===== src/rtl/add_share_pkg.sv =====
// add_share_pkg: constants and types shared by the fp16 adder-sharing arbiter.
package add_share_pkg;

   localparam int FP16_W = 16;

   // Wide enough to index up to 256 requesters; NREQ must stay within that.
   localparam int IDX_W = 8;

   typedef enum logic [1:0] {
      RUN,
      DRAIN,
      FLUSHED
   } state_e;

   typedef struct packed {
      logic             valid;
      logic [IDX_W-1:0] idx;
   } tag_t;

endpackage


===== src/rtl/add_share_arb_rr_arb.sv =====
// rr_arb: round-robin selection among NREQ requesters; priority starts after the last grant.
module rr_arb
   import add_share_pkg::*;
#(
   parameter int NREQ = 4
)
(
   input  logic             clk,
   input  logic             rst_n,
   input  logic [NREQ-1:0]  req_i,
   input  logic             en_i,
   output logic [NREQ-1:0]  gnt_o,
   output logic [IDX_W-1:0] gnt_idx_o
);

   logic [IDX_W-1:0] ptr_q;
   logic [IDX_W-1:0] ptr_d;
   logic [IDX_W-1:0] hiIdx;
   logic [IDX_W-1:0] loIdx;
   logic             hiFound;
   logic             loFound;

   // Lowest requester at or above the pointer wins, otherwise wrap to the lowest overall.
   always_comb begin
      gnt_o     = '0;
      gnt_idx_o = '0;
      hiFound   = 1'b0;
      loFound   = 1'b0;
      hiIdx     = '0;
      loIdx     = '0;
      for (int i = 0; i < NREQ; i++) begin
         if (req_i[i] && !loFound) begin
            loFound = 1'b1;
            loIdx   = IDX_W'(i);
         end
         if (req_i[i] && !hiFound && (IDX_W'(i) >= ptr_q)) begin
            hiFound = 1'b1;
            hiIdx   = IDX_W'(i);
         end
      end
      if (en_i && (hiFound || loFound)) begin
         gnt_idx_o = hiFound ? hiIdx : loIdx;
         for (int i = 0; i < NREQ; i++) begin
            gnt_o[i] = (IDX_W'(i) == gnt_idx_o);
         end
      end
   end

   always_comb begin
      ptr_d = ptr_q;
      if (|gnt_o) begin
         ptr_d = (gnt_idx_o == IDX_W'(NREQ - 1)) ? '0 : gnt_idx_o + 1'b1;
      end
   end

   always_ff @(posedge clk or negedge rst_n) begin
      if (!rst_n) begin
         ptr_q <= '0;
      end else begin
         ptr_q <= ptr_d;
      end
   end

endmodule


===== src/rtl/add_share_arb.sv =====
// add_share_arb: NREQ requesters share one fixed-latency fp16 adder, with flush/drain control.
// Define ADD_SHARE_STATS_EN to build the saturating per-requester grant counters.
module add_share_arb
   import add_share_pkg::*;
#(
   parameter int NREQ    = 4,
   parameter int ADD_LAT = 3
)
(
   input  logic                   clk,
   input  logic                   rst_n,
   input  logic [NREQ-1:0]        req_valid,
   output logic [NREQ-1:0]        req_ready,
   input  logic [NREQ*FP16_W-1:0] req_a,
   input  logic [NREQ*FP16_W-1:0] req_b,
   output logic [FP16_W-1:0]      add_a,
   output logic [FP16_W-1:0]      add_b,
   input  logic [FP16_W-1:0]      add_r,
   output logic [NREQ-1:0]        rsp_valid,
   output logic [FP16_W-1:0]      rsp_data,
   input  logic                   flush,
   output logic                   flush_done,
   output logic                   busy,
   output logic [NREQ*16-1:0]     stat_grants
);

   state_e           state_q;
   state_e           state_d;
   tag_t             pipe_q [ADD_LAT];
   tag_t             issueTag;
   logic             grantEn;
   logic [IDX_W-1:0] gntIdx;

   // rst_n gates the grant so req_ready drops the instant reset asserts.
   assign grantEn = rst_n && (state_q == RUN) && !flush;

   rr_arb #(.NREQ(NREQ)) u_rr_arb (
      .clk       (clk),
      .rst_n     (rst_n),
      .req_i     (req_valid),
      .en_i      (grantEn),
      .gnt_o     (req_ready),
      .gnt_idx_o (gntIdx)
   );

   always_comb begin
      add_a = '0;
      add_b = '0;
      for (int i = 0; i < NREQ; i++) begin
         if (req_ready[i]) begin
            add_a = req_a[i*FP16_W +: FP16_W];
            add_b = req_b[i*FP16_W +: FP16_W];
         end
      end
   end

   assign issueTag = '{valid: |(req_ready & req_valid), idx: gntIdx};

   always_ff @(posedge clk or negedge rst_n) begin
      if (!rst_n) begin
         for (int i = 0; i < ADD_LAT; i++) begin
            pipe_q[i] <= '0;
         end
      end else begin
         pipe_q[0] <= issueTag;
         for (int i = 1; i < ADD_LAT; i++) begin
            pipe_q[i] <= pipe_q[i-1];
         end
      end
   end

   // The last stage lines up with add_r for the operation issued ADD_LAT cycles ago.
   always_comb begin
      rsp_valid = '0;
      rsp_data  = '0;
      busy      = 1'b0;
      for (int i = 0; i < ADD_LAT; i++) begin
         busy = busy | pipe_q[i].valid;
      end
      if (pipe_q[ADD_LAT-1].valid) begin
         rsp_data = add_r;
         for (int i = 0; i < NREQ; i++) begin
            rsp_valid[i] = (pipe_q[ADD_LAT-1].idx == IDX_W'(i));
         end
      end
   end

   always_comb begin
      state_d = state_q;
      case (state_q)
         RUN:     if (flush) state_d = DRAIN;
         DRAIN:   if (!flush) state_d = RUN;
                  else if (!busy) state_d = FLUSHED;
         FLUSHED: if (!flush) state_d = RUN;
         default: state_d = RUN;
      endcase
   end

   always_ff @(posedge clk or negedge rst_n) begin
      if (!rst_n) begin
         state_q <= RUN;
      end else begin
         state_q <= state_d;
      end
   end

   assign flush_done = (state_q == FLUSHED);

`ifdef ADD_SHARE_STATS_EN
   logic [NREQ*16-1:0] stat_q;

   always_ff @(posedge clk or negedge rst_n) begin
      if (!rst_n) begin
         stat_q <= '0;
      end else begin
         for (int i = 0; i < NREQ; i++) begin
            if (req_valid[i] && req_ready[i] && (stat_q[i*16 +: 16] != 16'hFFFF)) begin
               stat_q[i*16 +: 16] <= stat_q[i*16 +: 16] + 16'd1;
            end
         end
      end
   end

   assign stat_grants = stat_q;
`else
   assign stat_grants = '0;
`endif

endmodule


===== config.mk =====
export PLATFORM = sky130hd
export DESIGN_NAME = add_share_arb
export DESIGN_NICKNAME = d
export VERILOG_FILES = /design/src/rtl/add_share_pkg.sv /design/src/rtl/add_share_arb_rr_arb.sv /design/src/rtl/add_share_arb.sv
export SDC_FILE = /design/constraint.sdc
export NUM_CORES = 1
export LEC_CHECK = 0
export CORE_AREA = 2 2 107 109
export DETAILED_ROUTE_END_ITERATION = 16
export DIE_AREA = 0 0 109 111
export PLACE_DENSITY = 0.78
export SETUP_SLACK_MARGIN = 0.4
export SKIP_CTS_REPAIR_TIMING = 1
export SYNTH_ARGS = -nofsm -noshare
export SYNTH_HDL_FRONTEND = slang
export SYNTH_HIERARCHICAL = 1
export SYNTH_SLANG_ARGS = --single-unit

===== constraint.sdc =====
create_clock -name clk -period 3.9 [get_ports clk]
set_clock_uncertainty 0.15 [all_clocks]
set_input_delay 0.585 -clock clk [delete_from_list [all_inputs] [get_ports clk]]
set_output_delay 0.585 -clock clk [all_outputs]
set_load 0.05 [all_outputs]

==> PnR_summary.wiki <==
{| class="wikitable"
! Metric !! Value
|-
| Synth-to-layout area growth || 119%
|-
| Commonest register cell after synthesis || sky130_fd_sc_hd__dfrtp_1
|-
| Total length of routed wires || 10.1 mm
|-
| I/O pin total || about 270
|-
| Synthesized area divided by synthesized cell count || 8.70 um^2
|-
| Maximum number of buffers from clock root to sink || 2
|-
| Half-perimeter wire length after detailed placement || 8.03 mm
|-
| Post-layout utilization of the core || 48.6%
|-
| Wire length of the first global-routing pass || 14.2 mm
|-
| Worst reg2reg startpoint || state_q[0]$_DFFE_PN0P_
|-
| Post-route antenna net violation count || 0
|-
| IO Port Bufs || around 210
|-
| Number of clock sinks || 31
|-
| Placer Congestion || 0.892
|-
| Fraction of the cycle the final worst path needs || between 80 and 90%
|-
| Aggregate global routing overflow || 0
|-
| Initial core utilization || between 20 and 25%
|-
| Total number of H-tree levels || 2
|-
| Fin Setup TNS || 0 ns
|-
| Critical path type || in -> out
|-
| Final setup violating endpoints || 0
|-
| Unique masters post-synth || 37
|-
| Critical path data required time || roughly 3.2 ns
|-
| Total global routing track utilization || 15.3%
|-
| Proportion of synthesized flip-flops having asynchronous set or reset || 100%
|-
| Final Hold Viols || 0
|-
| Number of cells on the worst hold path || 0
|-
| Chip height || 111 um
|-
| Core region area || 0.0111 mm^2
|-
| Post-route setup slack || 0.476 ns
|-
| Clock period minus final worst setup slack || around 3.4 ns
|-
| Dpl ws || -0.0446 ns
|-
| Most common cell after layout, fill and taps aside || sky130_fd_sc_hd__clkdlybuf4s50_1
|-
| Capture point of the worst reg-to-reg path || pipe_q[26]$_DFF_PN0_
|-
| Die boundary width || between 100 and 150 um
|-
| CTS tree || yes
|-
| Min-delay src || pipe_q[15]$_DFF_PN0_
|-
| Highest-delay cell along the critical path || sky130_fd_sc_hd__nor4b_4
|-
| Class of the tightest hold or removal check || reg -> reg
|-
| Power density over cell area || 423 mW/mm^2
|-
| Avg Vias per Cell || 4.39
|-
| Transition time at the pin with the least slew margin || about 0.53 ns
|-
| Detailed-route wire length per cell || 15.8 um
|-
| Peak Freq || between 200 and 300 MHz
|-
| Fraction of the yosys area taken by sequential cells || 31.5%
|-
| Post-synth EDFFs || 0
|-
| Clk root buf || sky130_fd_sc_hd__clkbuf_16
|-
| Crit path cell chain || dlymetal6s2s_1 > nor4b_4 > o41ai_4 > buf_4 > nor3b_4 > nor2b_4 > clkbuf_16 > a22oi_1 > a21oi_4 > buf_12
|-
| Worst skew pair latency || approximately 0.27 ns
|-
| Clock transition at the registers of the reported paths || 0.05 ns
|-
| Crit end category || output port
|-
| Total die area || roughly 0.012 mm^2
|-
| Largest voltage drop on the vdd net || 0.223 mV
|-
| Outcome || finished clean
|-
| Unrepaired setup endpoints after global routing || no
|-
| Length of the first detailed-routing pass in iterations || 4
|-
| Max incr delay on CP || between 0.3 and 0.4 ns
|-
| Maximum net fanout on the critical path || 8
|-
| Arrival time reported for the critical path endpoint || 2.69 ns
|-
| Number of synthesized register bits || 31
|-
| Number of pins exceeding their max-slew limit in the final report || 0
|-
| Endpoint, Worst Hold || pipe_q[6]$_DFF_PN0_
|-
| Antenna violations before repair || 1
|-
| Most frequent cells in the layout || sky130_fd_sc_hd__clkdlybuf4s50_1, sky130_fd_sc_hd__conb_1, sky130_fd_sc_hd__buf_12
|-
| Layout net count || 644
|-
| Ys Warns || 6
|-
| Routed vias || 2804
|-
| Number of rows in the core area || 39
|-
| Clock buffer count from CTS || 5
|-
| Largest net degree at the start of global routing || 35
|-
| Max-cap check violation count || 0
|-
| Vias in the first global route || 2767
|-
| Startpoint types || primary input
|-
| Synthesized instance count || ~280
|-
| Hold slack final || 0.192 ns
|-
| Number of design-rule violations left by the first detailed-router iteration || 101
|-
| Combined area of all synthesized cells || 0.00246 mm^2
|-
| Worst slew margin relative to its limit || 64.5%
|-
| Final routed DRC violation total || 0
|-
| Placed inst area || 0.00507 mm^2
|-
| Number of cells on the worst reg-to-reg path || 7
|-
| R2R Setup Slk || between 1.5 and 2 ns
|-
| Leakage || about 2.2 nW
|-
| Proportion of layout cells with a drive suffix above 1 || 22.5%
|-
| Final Cell Area || between 0.005 and 0.006 mm^2
|}
## per-stage QoR
step           instances  total power, W
6_report             638         0.00228
5_1_grt              638         0.00237
4_1_cts              633         0.00226
3_5_place_dp         625         0.00182
3_3_place_gp         625         0.00180
2_1_floorplan        351         0.00122
## how the worst max path moves through the flow
| stage | from | to | slack (ns) | cells after the start |
|---|---|---|---|---|
| finish | flush | add_b[5] | 0.48 | 10 |
| global route | flush | add_b[5] | 0.38 | 10 |
| CTS | rst_n | add_b[13] | -0.09 | 11 |
| detailed placement | rst_n | add_b[13] | -0.04 | 11 |
| global placement | rst_n | add_b[13] | -0.01 | 11 |
| floorplan | flush | add_a[0] | 0.33 | 7 |
## routing by layer
layer / GRT usage, % / share of wire, % / up-vias
met1: 15.5 / 34 / 1295
met2: 29.6 / 55 / 179
met5: 0 / 0 / -
li1: - / - / 1314
met4: 5.56 / 2.9 / 0
met3: 3.64 / 8.2 / 16
## power breakdown
part	leakage [nW]	internal, W	switching, W	total, W
clock	0.0869	0.000316	0.000125	0.000441
combinational	1.71	0.000630	0.000809	0.00144
sequential	0.382	0.000359	0.0000369	0.000396
## kinds of logic (layout without fill, tap and decap cells)
| logic type | after synthesis | count (layout) | synth area share [%] |
|---|---|---|---|
| compound gates | 106 | 106 | 28.4 |
| buf+inv | 93 | 236 | 26.3 |
| flops | 31 | 31 | 31.5 |
| mux | 1 | 1 | 0.407 |
| other cells | 2 | 71 | 0.305 |
| simple gates | 50 | 50 | 13.1 |
## cell type report
type	instances	area, um^2
clock buffer	6	139
multi-input combinational	227	1570
antenna	1	2.50
timing repair buffer	223	2660
fill	986	5700
sequential	31	776
inverter	5	18.8
tap	143	179
clock inverter	2	35.0
## Yosys cell counts, drive strengths merged (2+ instances only)
library cell  count  area share [%]
buf              86              25
a21oi            33             6.7
a22oi            32             9.8
o22ai            32             8.4
dfrtp            31              32
and2             16             4.1
nor2              8             1.2
nand2             7             1.2
inv               5            0.76
nand2b            3            0.76
nor3              3            0.81
nor4              3             1.4
a31oi             2            0.51
clkbuf            2            0.31
conb              2            0.31
nand3b            2            0.61
nor4b             2            0.97
o21a              2            0.61
## state kept, by name, summed over array words and instances (netlist names)
signal and cells:
u_rr_arb/ptr_q 2, state_q 2, pipe_q 27
## critical path: cells and delay by family
kind                   cells  cell delay [ns]
AOI/OAI and AO/OA          3             0.47
buffers and inverters      4             0.73
and+or+nand+nor            3             0.89
Note: power is estimated with default switching activity, not from simulation.
